## src/rtl/reset_seq_pkg.sv

```systemverilog
// Shared types and defaults for the reset sequencer slice.
// Latency: n/a (types, constants and a helper only).
// Backpressure: n/a.
package reset_seq_pkg;

   // Sequencer phases: all selected stages held, staged release, normal operation.
   typedef enum logic [1:0] {
      ST_HOLD    = 2'd0,
      ST_RELEASE = 2'd1,
      ST_RUN     = 2'd2
   } state_t;

   // Width of the hold/gap counter; HOLD_CYCLES and GAP_CYCLES must fit in it.
   localparam int CNT_W = 8;

   localparam int DEF_NUM_STAGES  = 4;
   localparam int DEF_HOLD_CYCLES = 8;
   localparam int DEF_GAP_CYCLES  = 4;

   // Counter value seen on the edge that ends an interval of 'cycles' edges.
   // The counter starts at 0 on the first edge of the interval.
   function automatic logic [CNT_W-1:0] cnt_last(input int cycles);
      return CNT_W'(cycles - 1);
   endfunction

endpackage

```

## src/rtl/reset_sync.sv

```systemverilog
// Reset bridge: asynchronous assert, two-flop synchronized deassert.
// Latency: output rises on the 2nd rising clk edge after async_rst_n rises; falls immediately.
// Backpressure: none.
module reset_sync (
   input  logic clk,
   input  logic async_rst_n,
   output logic rst_sync_n
);

   logic r_meta;
   logic r_sync;

   // Shift a constant 1 through two flops; asynchronous clear on reset assertion.
   always_ff @(posedge clk or negedge async_rst_n) begin
      if (!async_rst_n) begin
         r_meta <= 1'b0;
         r_sync <= 1'b0;
      end else begin
         r_meta <= 1'b1;
         r_sync <= r_meta;
      end
   end

   assign rst_sync_n = r_sync;

endmodule

```

## src/rtl/reset_sequencer.sv

```systemverilog
// Staged reset generator: holds all selected stages, then releases them one by one in index order.
// Latency: stage k (k-th selected) drops HOLD_CYCLES + k*GAP_CYCLES edges after start; ack same edge as accept.
// Backpressure: software requests are only accepted in RUN; a held request waits until the sequence finishes.
module reset_sequencer
   import reset_seq_pkg::*;
#(
   parameter int NUM_STAGES  = DEF_NUM_STAGES,
   parameter int HOLD_CYCLES = DEF_HOLD_CYCLES,
   parameter int GAP_CYCLES  = DEF_GAP_CYCLES
) (
   input  logic                  clk,
   input  logic                  async_rst_n,
   input  logic                  sw_rst_req,
   input  logic [NUM_STAGES-1:0] sw_rst_mask,
   output logic                  sw_rst_ack,
   output logic                  rst_sync_n,
   output logic [NUM_STAGES-1:0] sync_rst,
   output logic                  busy,
   output logic                  done
);

   localparam logic [CNT_W-1:0] HOLD_LAST = cnt_last(HOLD_CYCLES);
   localparam logic [CNT_W-1:0] GAP_LAST  = cnt_last(GAP_CYCLES);

   logic                  w_rst_sync_n;
   logic [NUM_STAGES-1:0] w_pending;
   logic [NUM_STAGES-1:0] w_pending_next;
   logic [NUM_STAGES-1:0] w_req_mask;

   state_t                r_state;
   logic [CNT_W-1:0]      r_cnt;
   logic [NUM_STAGES-1:0] r_mask;
   logic [NUM_STAGES-1:0] r_sync_rst;
   logic                  r_done;
   logic                  r_ack;

   reset_sync u_reset_sync (
      .clk         (clk),
      .async_rst_n (async_rst_n),
      .rst_sync_n  (w_rst_sync_n)
   );

   // Stages still waiting for release; the lowest set bit goes next, so
   // unselected stages are skipped without spending a gap interval.
   assign w_pending      = r_sync_rst & r_mask;
   assign w_pending_next = w_pending & (w_pending - NUM_STAGES'(1));

   // An empty mask would otherwise start a sequence with nothing to release.
   assign w_req_mask = (sw_rst_mask == '0) ? '1 : sw_rst_mask;

   // Sequencer FSM with counter and registered outputs.
   always_ff @(posedge clk or negedge w_rst_sync_n) begin
      if (!w_rst_sync_n) begin
         r_state    <= ST_HOLD;
         r_cnt      <= '0;
         r_mask     <= '1;
         r_sync_rst <= '1;
         r_done     <= 1'b0;
         r_ack      <= 1'b0;
      end else begin
         r_done <= 1'b0;
         r_ack  <= 1'b0;
         case (r_state)
            ST_HOLD, ST_RELEASE: begin
               if (r_cnt == ((r_state == ST_HOLD) ? HOLD_LAST : GAP_LAST)) begin
                  r_sync_rst <= w_pending_next;
                  r_cnt      <= '0;
                  if (w_pending_next == '0) begin
                     r_state <= ST_RUN;
                     r_done  <= 1'b1;
                  end else begin
                     r_state <= ST_RELEASE;
                  end
               end else if (r_cnt != '1) begin
                  r_cnt <= r_cnt + 1'b1;
               end
            end
            ST_RUN: begin
               if (sw_rst_req) begin
                  r_ack      <= 1'b1;
                  r_mask     <= w_req_mask;
                  r_sync_rst <= w_req_mask;
                  r_cnt      <= '0;
                  r_state    <= ST_HOLD;
               end
            end
            default: begin
               r_state <= ST_HOLD;
               r_cnt   <= '0;
            end
         endcase
      end
   end

   assign rst_sync_n = w_rst_sync_n;
   assign sync_rst   = r_sync_rst;
   assign busy       = (r_state != ST_RUN);
   assign done       = r_done;
   assign sw_rst_ack = r_ack;

endmodule

```

## config.mk

```make
export PLATFORM = sky130hd
export DESIGN_NAME = reset_sequencer
export DESIGN_NICKNAME = d
export VERILOG_FILES = /design/src/rtl/reset_seq_pkg.sv /design/src/rtl/reset_sync.sv /design/src/rtl/reset_sequencer.sv
export SDC_FILE = /design/constraint.sdc
export NUM_CORES = 1
export LEC_CHECK = 0
export CORE_ASPECT_RATIO = 0.7
export CORE_MARGIN = 8
export CORE_UTILIZATION = 50
export CTS_CLUSTER_DIAMETER = 40
export DETAILED_ROUTE_END_ITERATION = 10
export GPL_TIMING_DRIVEN = 0
export HOLD_SLACK_MARGIN = 0.05
export PLACE_DENSITY = 0.73
export RECOVER_POWER = 50
export SYNTH_ARGS = -nofsm -noshare
export SYNTH_HDL_FRONTEND = slang
export SYNTH_SLANG_ARGS = --single-unit
```

## constraint.sdc

```tcl
create_clock -name clk -period 2.7 [get_ports clk]
set_input_delay 0.54 -clock clk [delete_from_list [all_inputs] [get_ports clk]]
set_output_delay 0.54 -clock clk [all_outputs]
set_load 0.02 [all_outputs]
```

==> impl_metrics.yaml <==
outcome:
  outcome: "complete, no violations"
detailed_routing:
  post_drt_via_cell_ratio: 5.80
  dr.pass1.iters: 4
  drc_violations: 0
  totalWireLength_mm: 2.52
  routed_wl_per_cell_um: 15.1
  drt_iter0_drc: 101
  dr_total_vias: 968
  drtAntennaViolNets: 0
pwr:
  seq_power_share: 0.425
  powerDensity_nw_per_um2: 1110
  clock_power_share: 0.168
  share_comb_of_total_power: 0.407
  p_sw_mw: 0.583
  total_leakage_power_nw: 0.586
  vdd.ir_drop.worst_mv: 0.528
  p_sw_frac: 0.380
  power_mw: 1.53
  internal_power_mw: 0.949
synth:
  netlist_instances: 117
  ys_ff_latch: 22
  yosys.cell_types.count: 39
  synthesis.area_per_instance_sq_um: 9.80
  synth_warnings: 0
  post_synthesis_net_count: 125
  synth_area_sq_um: 1150
  ys_seq_area_frac: 0.489
finish:
  final_common_cell: "sky130_fd_sc_hd__nand2_1"
  syn_to_final_growth_pct: 20.3
  antenna_cells_inserted: 0
  drive_gt1_frac: 0.148
  final_cell_mix: "16 x sky130_fd_sc_hd__nand2_1, 14 x sky130_fd_sc_hd__dfrtp_1, 13 x sky130_fd_sc_hd__clkdlybuf4s50_1"
  nets_finish: 144
  final-instance-count-excl-fill: 167
sta:
  timing.final.setup_violations: 0
  hold_violations: 0
  final_max_slew_viol_count: 0
  hold_slack_ns: 0.354
  setup_total_negative_slack_ns: 0
  final_worst_path_period_share: 0.933
  worst_slew_pin_slew_ns: 0.830
  slew_headroom: 0.446
  fmax_ghz: 0.397
  final_critical_path_setup_slack_ns: 0.181
  period_needed_ns: 2.52
  clock-skew-final_ns: 0.00958
  rsz0062_at_grt: "false"
grt:
  grt_pass1_wl_mm: 4.37
  maximum_number_of_pins_on_one_net_before_global_route_repair: 22
  grt.overflow.total: 0
  global_route_usage_over_all_layers: 0.134
  first_global_vias: 916
  antenna_found_initial: 0
placement:
  pre_cts_ws_ns: 0.475
  place.port_buffers: 14
  post-place-cells: 163
  placer_congestion: 0.881
  hpwl_mm: 1.86
floorplanning:
  core_area_sq_um: 2150
  die_y_um: 56.1
  num_io_pins: 15
  core.rowCount: 14
  initial_utilization: 0.532
  dieWidth_um: 73.2
  total_die_area_sq_um: 4100
clock_network:
  cts-buffers-inserted: 3
  clk_latency_ns: 0.32
  reg_clk_slew_reported_paths_ns: 0.13
  cts_hold_buffers: 0
  tritoncts_num_sinks: 22
  postCtsResizedCells: 0
  post-cts-setup-buffer-count: 0
  root_buffer: "sky130_fd_sc_hd__clkbuf_4"
  clk_path_buf_depth: 2
  clock_tree.htree_level_count: 1
  cts_tree: "done"
worst_setup_path:
  worstPathBufferInverterCount: 1
  path_delay_family: "flip-flops"
  path_cells: "clkdlybuf4s50_1"
  critPathArrivalTime_ns: 1.98
  worst_setup_path_start_kind: "register"
  critPathSlowestCell: "sky130_fd_sc_hd__dfrtp_1"
  crit_path_max_incr_delay_ns: 0.91
  endpoint_kind: "output pin"
  critPathMaxFanout: 21
  setup.worst_path.class: "reg -> out"
  worst_ep_required_time_ns: 2.16
flow_run:
  timing.max_cap.violations: 0
worst_hold_path:
  timing.hold.worst.class: "reg -> async"
==> metrics by stage <==
stage | instance area [sq um] | util
after floorplan | 1150 | -
after global placement | 1330 | 0.616
after detailed placement | 1330 | 0.616
after CTS | 1380 | 0.640
after global routing | 1380 | 0.640
final | 1380 | 0.640
==> synth_stat cells, drive strengths merged <==
master,n,share of area
nand4,5,0.027
nand2,16,0.052
a2bb2oi,2,0.015
dfstp,8,0.18
o32ai,1,0.014
conb,1,0.0033
nor4b,1,0.021
and2,3,0.016
or3,1,0.0098
nor2,4,0.013
dfrtp,14,0.31
nand3b,1,0.0066
a21oi,2,0.0087
nand3,6,0.026
buf,3,0.024
mux2,1,0.0098
and3,3,0.016
o21ai,12,0.052
and2b,1,0.0066
inv,9,0.029
o2bb2ai,1,0.0076
a41oi,2,0.022
xor2,1,0.0076
a22oi,1,0.0066
o22ai,1,0.0055
o311ai,1,0.0076
nand2b,1,0.0055
nor4,1,0.0055
a32o,1,0.0087
maj3,1,0.0087
clkbuf,1,0.0033
a31oi,7,0.038
ha,1,0.011
or2,1,0.0055
a32oi,1,0.0076
nand4b,1,0.0076
==> cells by family after synthesis <==
| logic type | share of synthesized area |
|---|---|
| mux | 0.00982 |
| xor+xnor | 0.00764 |
| flops | 0.489 |
| buf+inv | 0.0568 |
| simple gates | 0.219 |
| fa+ha+maj | 0.0196 |
| other cells | 0.00327 |
| compound gates | 0.194 |
==> worst paths after layout <==
kind                                    startpoint                 endpoint  slack, ns  cells after the start
min in group clk               u_reset_sync.r_meta  u_reset_sync.rst_sync_n       0.38                      0
max                        u_reset_sync.rst_sync_n               rst_sync_n       0.18                      1
max in group asynchronous  u_reset_sync.rst_sync_n                     done       1.83                      0
max reg2reg                               r_cnt[0]              sync_rst[1]       0.77                      5
min reg2reg                u_reset_sync.rst_sync_n                 r_cnt[7]       0.35                      0
min                        u_reset_sync.rst_sync_n                 r_cnt[7]       0.35                      0
==> area by class of cell <==
class	count	area (sq um)
fill	175	776
sequential	22	561
multi-input combinational	82	520
timing repair buffer	14	140
tap	32	40.0
inverter	9	33.8
buffer	4	31.3
clock inverter	1	30.0
clock buffer	3	22.5
==> power groups by stage <==
stage	registers, mW	clock network (mW)	logic (mW)
after global placement	0.646	0	0.606
after global routing	0.676	0.275	0.696
after CTS	0.648	0.263	0.626
final	0.650	0.258	0.624
after detailed placement	0.656	0	0.622
after floorplan	0.662	0	0.417
==> registers in the layout (all words and copies together), names as in the netlist <==
| signal | count |
|---|---|
| r_cnt | 8 |
| r_mask | 4 |
| sync_rst | 4 |
| r_state | 2 |
| done | 1 |
| sw_rst_ack | 1 |
| u_reset_sync.r_meta | 1 |
| u_reset_sync.rst_sync_n | 1 |
==> metal layers <==
layer  share of wire  global-route usage  vias to the layer above
met3           0.068              0.0558                        2
met1            0.47               0.178                      476
met5               0                   0                        -
met4          0.0056              0.0369                        0
li1                -                   -                      463
met2            0.45               0.191                       27
Power figures use the tool's default switching activity.
